$ cat src/rtl/bubble_ctrl_pkg.sv
// bubble_ctrl_pkg: opcode constants, FSM state encoding and decode bundle shared by the
// multicycle controller and its decoder.
package bubble_ctrl_pkg;
  localparam logic [5:0] OP_RTYPE = 6'b000000;
  localparam logic [5:0] OP_ADDI  = 6'b001000;
  localparam logic [5:0] OP_LW    = 6'b100011;
  localparam logic [5:0] OP_SW    = 6'b101011;
  localparam logic [5:0] OP_BEQ   = 6'b000100;
  localparam logic [5:0] OP_BNE   = 6'b000101;
  localparam logic [5:0] OP_J     = 6'b000010;
  localparam logic [5:0] OP_HALT  = 6'b111111;
  typedef enum logic [2:0] {S_FETCH, S_DECODE, S_EXEC, S_MEM, S_WB, S_HALT} state_e;
  typedef struct packed {
    logic r;
    logic i;
    logic j;
    logic lw;
    logic sw;
    logic beq;
    logic bne;
    logic halt;
    logic legal;
  } dec_t;
endpackage

$ cat src/rtl/ctrl_decode.sv
// ctrl_decode: combinational opcode decode of the held instruction register.
module ctrl_decode import bubble_ctrl_pkg::*; #(
  parameter int INSTR_W = 32,
  parameter int OP_W    = 6
) (
  input  logic [INSTR_W-1:0] ir_i,
  output dec_t               dec_o,
  output logic [OP_W-1:0]    alu_op_o
);
  logic [OP_W-1:0] op, fn;
  logic r, addi, lw, sw, beq, bne, j, halt, i;
  logic unused_mid;
  assign unused_mid = ^ir_i[INSTR_W-OP_W-1:OP_W];
  always_comb begin
    op = ir_i[INSTR_W-1 -: OP_W];
    fn = ir_i[OP_W-1:0];
    r = op == OP_W'(OP_RTYPE);
    addi = op == OP_W'(OP_ADDI);
    lw = op == OP_W'(OP_LW);
    sw = op == OP_W'(OP_SW);
    beq = op == OP_W'(OP_BEQ);
    bne = op == OP_W'(OP_BNE);
    j = op == OP_W'(OP_J);
    halt = op == OP_W'(OP_HALT);
    i = addi | lw | sw | beq | bne;
    dec_o = '{r: r, i: i, j: j, lw: lw, sw: sw, beq: beq, bne: bne, halt: halt,
              legal: r | i | j | halt};
    alu_op_o = r ? fn : i ? op : '0;
  end
endmodule

$ cat src/rtl/multicycle_controller.sv
// multicycle_controller: FETCH/DECODE/EXEC/MEM/WB sequencer with memory timeouts and retire count.
module multicycle_controller import bubble_ctrl_pkg::*; #(
  parameter int INSTR_W = 32,
  parameter int OP_W    = 6,
  parameter int TIMEOUT = 15,
  parameter int CNT_W   = 32
) (
  input  logic               clk,
  input  logic               rst_n,
  input  logic [INSTR_W-1:0] instr,
  output logic               imem_req,
  input  logic               imem_ack,
  output logic               dmem_req,
  output logic               dmem_we,
  input  logic               dmem_ack,
  input  logic               alu_zero,
  output logic [OP_W-1:0]    alu_op,
  output logic [OP_W-1:0]    funct,
  output logic               use_alu_r,
  output logic               use_alu_i,
  output logic               use_alu_j,
  output logic               branch,
  output logic               jump,
  output logic               pc_we,
  output logic               ir_we,
  output logic               reg_we,
  output logic               illegal,
  output logic               bus_err,
  output logic               halted,
  output logic [CNT_W-1:0]   instret
);
  state_e             state_q;
  logic               run_q;
  logic [INSTR_W-1:0] ir_q;
  logic [7:0]         wait_q;
  logic [CNT_W-1:0]   instret_q;
  dec_t               dec;
  logic [OP_W-1:0]    dec_alu_op;
  logic in_fetch, in_mem, held, ack, timeout, take, retire;
  ctrl_decode #(.INSTR_W(INSTR_W), .OP_W(OP_W)) u_decode (
    .ir_i(ir_q),
    .dec_o(dec),
    .alu_op_o(dec_alu_op)
  );
  // run_q keeps imem_req low while reset is held; fetching starts one edge after release.
  always_comb begin
    in_fetch = run_q && state_q == S_FETCH;
    in_mem = state_q == S_MEM;
    held = state_q inside {S_DECODE, S_EXEC, S_MEM, S_WB};
    ack = in_fetch ? imem_ack : in_mem & dmem_ack;
    timeout = (in_fetch | in_mem) & !ack & (wait_q == 8'(TIMEOUT - 1));
    take = (dec.beq & alu_zero) | (dec.bne & !alu_zero);
    imem_req = in_fetch;
    dmem_req = in_mem;
    dmem_we = in_mem & dec.sw;
    use_alu_r = held & dec.r;
    use_alu_i = held & dec.i;
    use_alu_j = held & dec.j;
    alu_op = held ? dec_alu_op : '0;
    funct = held ? ir_q[OP_W-1:0] : '0;
    branch = state_q == S_EXEC && (dec.beq | dec.bne);
    jump = state_q == S_DECODE && dec.j;
    ir_we = in_fetch & imem_ack;
    pc_we = ir_we | jump | (branch & take);
    reg_we = state_q == S_WB;
    illegal = state_q == S_DECODE && !dec.legal;
    bus_err = timeout;
    halted = state_q == S_HALT;
    retire = jump | branch | reg_we | (in_mem & dmem_ack & dec.sw);
  end
  assign instret = instret_q;
  always_ff @(posedge clk or negedge rst_n) begin
    if (!rst_n) begin
      state_q <= S_FETCH;
      run_q <= 1'b0;
      ir_q <= '0;
      wait_q <= '0;
      instret_q <= '0;
    end else begin
      run_q <= 1'b1;
      if (ir_we) ir_q <= instr;
      if (retire) instret_q <= instret_q + CNT_W'(1);
      wait_q <= ((in_fetch | in_mem) && !ack && !timeout) ? wait_q + 8'd1 : '0;
      case (state_q)
        S_FETCH: state_q <= ir_we ? S_DECODE : S_FETCH;
        S_DECODE: state_q <= dec.halt ? S_HALT : (dec.legal && !dec.j) ? S_EXEC : S_FETCH;
        S_EXEC: state_q <= (dec.lw | dec.sw) ? S_MEM : (dec.beq | dec.bne) ? S_FETCH : S_WB;
        S_MEM: state_q <= dmem_ack ? (dec.lw ? S_WB : S_FETCH) : timeout ? S_FETCH : S_MEM;
        S_WB: state_q <= S_FETCH;
        default: state_q <= state_q;
      endcase
    end
  end
endmodule

$ cat config.mk
export PLATFORM = sky130hd
export DESIGN_NAME = multicycle_controller
export DESIGN_NICKNAME = d
export VERILOG_FILES = /design/src/rtl/bubble_ctrl_pkg.sv /design/src/rtl/ctrl_decode.sv /design/src/rtl/multicycle_controller.sv
export SDC_FILE = /design/constraint.sdc
export NUM_CORES = 1
export LEC_CHECK = 0
export ABC_AREA = 1
export BUFFER_PORTS_ARGS = -buffer_cell sky130_fd_sc_hd__buf_2
export CORE_MARGIN = 10
export CORE_UTILIZATION = 52
export CTS_BUF_LIST = sky130_fd_sc_hd__clkbuf_4
export CTS_CLUSTER_SIZE = 28
export DETAILED_ROUTE_END_ITERATION = 12
export PLACE_DENSITY = 0.9
export SLEW_MARGIN = 25
export SYNTH_ARGS = -nofsm -noshare
export SYNTH_HDL_FRONTEND = slang
export SYNTH_HIERARCHICAL = 1
export SYNTH_SLANG_ARGS = --single-unit
$ cat constraint.sdc
create_clock -name clk -period 1.63 [get_ports clk]
set_input_delay 0.326 -clock clk [delete_from_list [all_inputs] [get_ports clk]]
set_output_delay 0.326 -clock clk [all_outputs]
set_load 0.02 [all_outputs]
==> results.md <==
- Num CTS Buffers: 5
- Syn Std Cell Area: around 0.0037 mm2
- Via-to-Cell Ratio: 6.24
- Clock tree buffer depth: 2
- FMAX: ~400 MHz
- TritonRoute pass-1 iters: 8
- Syn_area_per_cell: between 6 and 7 um2
- Hold Path Class: in -> reg
- # setup viols final: between 60 and 70
- Total die area: around 0.011 mm2
- CP startpoint: ir_q[31]
- Initial antenna violation count: 1
- Worst reg2reg path depth: 14
- Worst setup margin: -0.870 ns
- Clock root buffer: clkbuf_4
- Number of global-route vias before repair: 4608
- Clk slew on worst S/H paths: about 0.19 ns
- Number of vias in the routed layout: roughly 5200
- Run status: finished with violations
- Syn_nets: 623
- Reg-to-reg slack, setup: -0.51 ns
- Top Ports: 95
- Largest net degree at the start of global routing: 35
- Non-filler instance count after layout: around 830
- 1st-iter DRT viols: 783
- Critical Path Fanout Max: 4
- Layout cell share with drive strength beyond 1: between 40% and 50%
- Tmin final: ~2.5 ns
- Period utilization: 153%
- Inst Count DP: approximately 780
- Fillers: between 300 and 400
- Count of yosys warnings during synthesis: 6
- CTS sink count: 56
- Area Overhead vs Synth: 54.0%
- Remaining DRCs: 0
- Cell Rows: 30
- Max cap viols: 0
- Capture point of the worst path: illegal
- Hold Fails Final Rpt: 0
- Clock Latency Late Sink: 0.41 ns
- WL/cell: ~22 um
- Final Slew Violations: 0
- Die Height: roughly 100 um
- GRT Total Usage: roughly 24%
- PwrDens: approximately 360 mW/mm2
- PortBufs: 74
- GRT overflow: 0
- Core area: between 0.006 and 0.007 mm2
- Routed WL: between 15000 and 20000 um
- CTS tree: built
- Initial Util: between 50% and 60%
- Power Total: about 0.0021 W
- Storage cell area: ~0.0014 mm2
- Routed Antenna Nets: 0
- First-pass GRT wire length: between 20000 and 25000 um
- RSZ-0062 raised after global routing: yes
- Pleak: between 3 and 4 nW
- Post-DP HPWL: about 8400 um
- Post-place setup slack: -0.121 ns
- RePlAce Congestion: around 0.9
- Synth Instances: a little under 600
- Crit path DAT: about 2.2 ns
- Htree depth: 2
- Failing checks: negative setup slack
- FF-to-FF Start: ir_q[31]
- CP Class: reg -> out
- Critical path required time: around 1.3 ns
- Critical Path Start Type: flip-flop
- Max VDD drop: 0.236 mV
- Crit. End Element: primary output
- Fin nets: about 780
- Die X: between 100 and 150 um
- Area of the multi-input gates: approximately 0.0024 mm2
- R2r endpoint: instret[1]
- Layout Skew: approximately 0.025 ns
[cell type report]
type | instances | share of cell area, %
antenna | 1 | 0.0433
clock buffer | 5 | 0.650
clock inverter | 2 | 0.130
inverter | 70 | 4.68
multi-input combinational | 434 | 42.1
sequential | 56 | 24.4
tap | 96 | 2.08
timing repair buffer | 170 | 25.9
[registers in the layout (all words and copies together) (netlist names)]
name     flops
instret     32
ir_q        12
run_q        1
state_q      3
wait_q       8
[per-stage QoR]
| stage | area [um2] | util (%) | TNS [ns] | hold slack (ns) |
|---|---|---|---|---|
| 3_5_place_dp | 4580 | 66.3 | -3.06 | 0.241 |
| 6_report | 5770 | 83.6 | -34.34 | 0.0907 |
| 4_1_cts | 5260 | 76.1 | -15.46 | 0.136 |
| 2_1_floorplan | 3820 | - | -4.24 | 0.0304 |
| 5_1_grt | 5770 | 83.6 | -38.41 | 0.105 |
| 3_3_place_gp | 4580 | 66.3 | -1.07 | 0.244 |
[metal layers]
layer | routed length [um] | global-route usage (%) | vias up
met4 | 1880 | 14.5 | 0
met1 | 5800 | 27.5 | 2352
met2 | 8390 | 41.0 | 546
met3 | 2420 | 4.91 | 214
li1 | - | - | 2090
met5 | 0 | 0 | -
[worst min path at each step]
| stage | startpoint | end | slack [ns] | cells after the start |
|---|---|---|---|---|
| 5_1_grt | instr[27] | ir_q[27] | 0.10 | 3 |
| 3_3_place_gp | rst_n | instret[31] | 0.24 | 1 |
| 6_report | instr[27] | ir_q[27] | 0.09 | 3 |
| 2_1_floorplan | rst_n | instret[0] | 0.03 | 0 |
| 4_1_cts | instr[26] | ir_q[26] | 0.14 | 3 |
| 3_5_place_dp | rst_n | instret[31] | 0.24 | 1 |
[placed cells by master, fill, tap and decap left out, types with 4 or more instances in the layout]
master      n
buf_12      6
buf_6      46
nand2_4    15
o21ai_0     7
dfrtp_1    50
nand2_2    30
dfrtp_2     6
inv_2      19
buf_4      63
nor2_2     16
inv_1      49
buf_2      48
nand4_1     5
nand3_1    48
xor2_1     14
xnor2_1     4
clkbuf_4    5
nand3_2    10
nor3_2      4
nor2_1     58
nand2_1   185
nor2_4     20
[where the power goes]
| group | leakage, nW | internal (W) | switching [W] |
|---|---|---|---|
| registers | 0.727 | 0.00139 | 0.000000833 |
| logic | 2.38 | 0.0000223 | 0.0000430 |
| clock network | 0.0261 | 0.000152 | 0.000473 |
| total | 3.14 | 0.00157 | 0.000517 |
[repair_timing]
item / 4_1_cts / 5_1_grt
setup endpoints to repair: 57 / 80
buffers inserted: 26 / 23
pin swaps: 12 / 30
cloned: 4 / 2
resized for setup: 100 / 127
hold endpoints to repair: 11 / 0
hold buffers: 1 / 0
[worst max-delay path, cell delays in order, from the launching register on]
cell,delay (ns)
dfrtp_1,0.48
inv_2,0.09
nand2_2,0.14
nor2_4,0.05
buf_4,0.14
nand2_2,0.14
nand4_1,0.25
nor4_2,0.26
buf_4,0.21
Note: power is estimated with default switching activity, not from simulation.
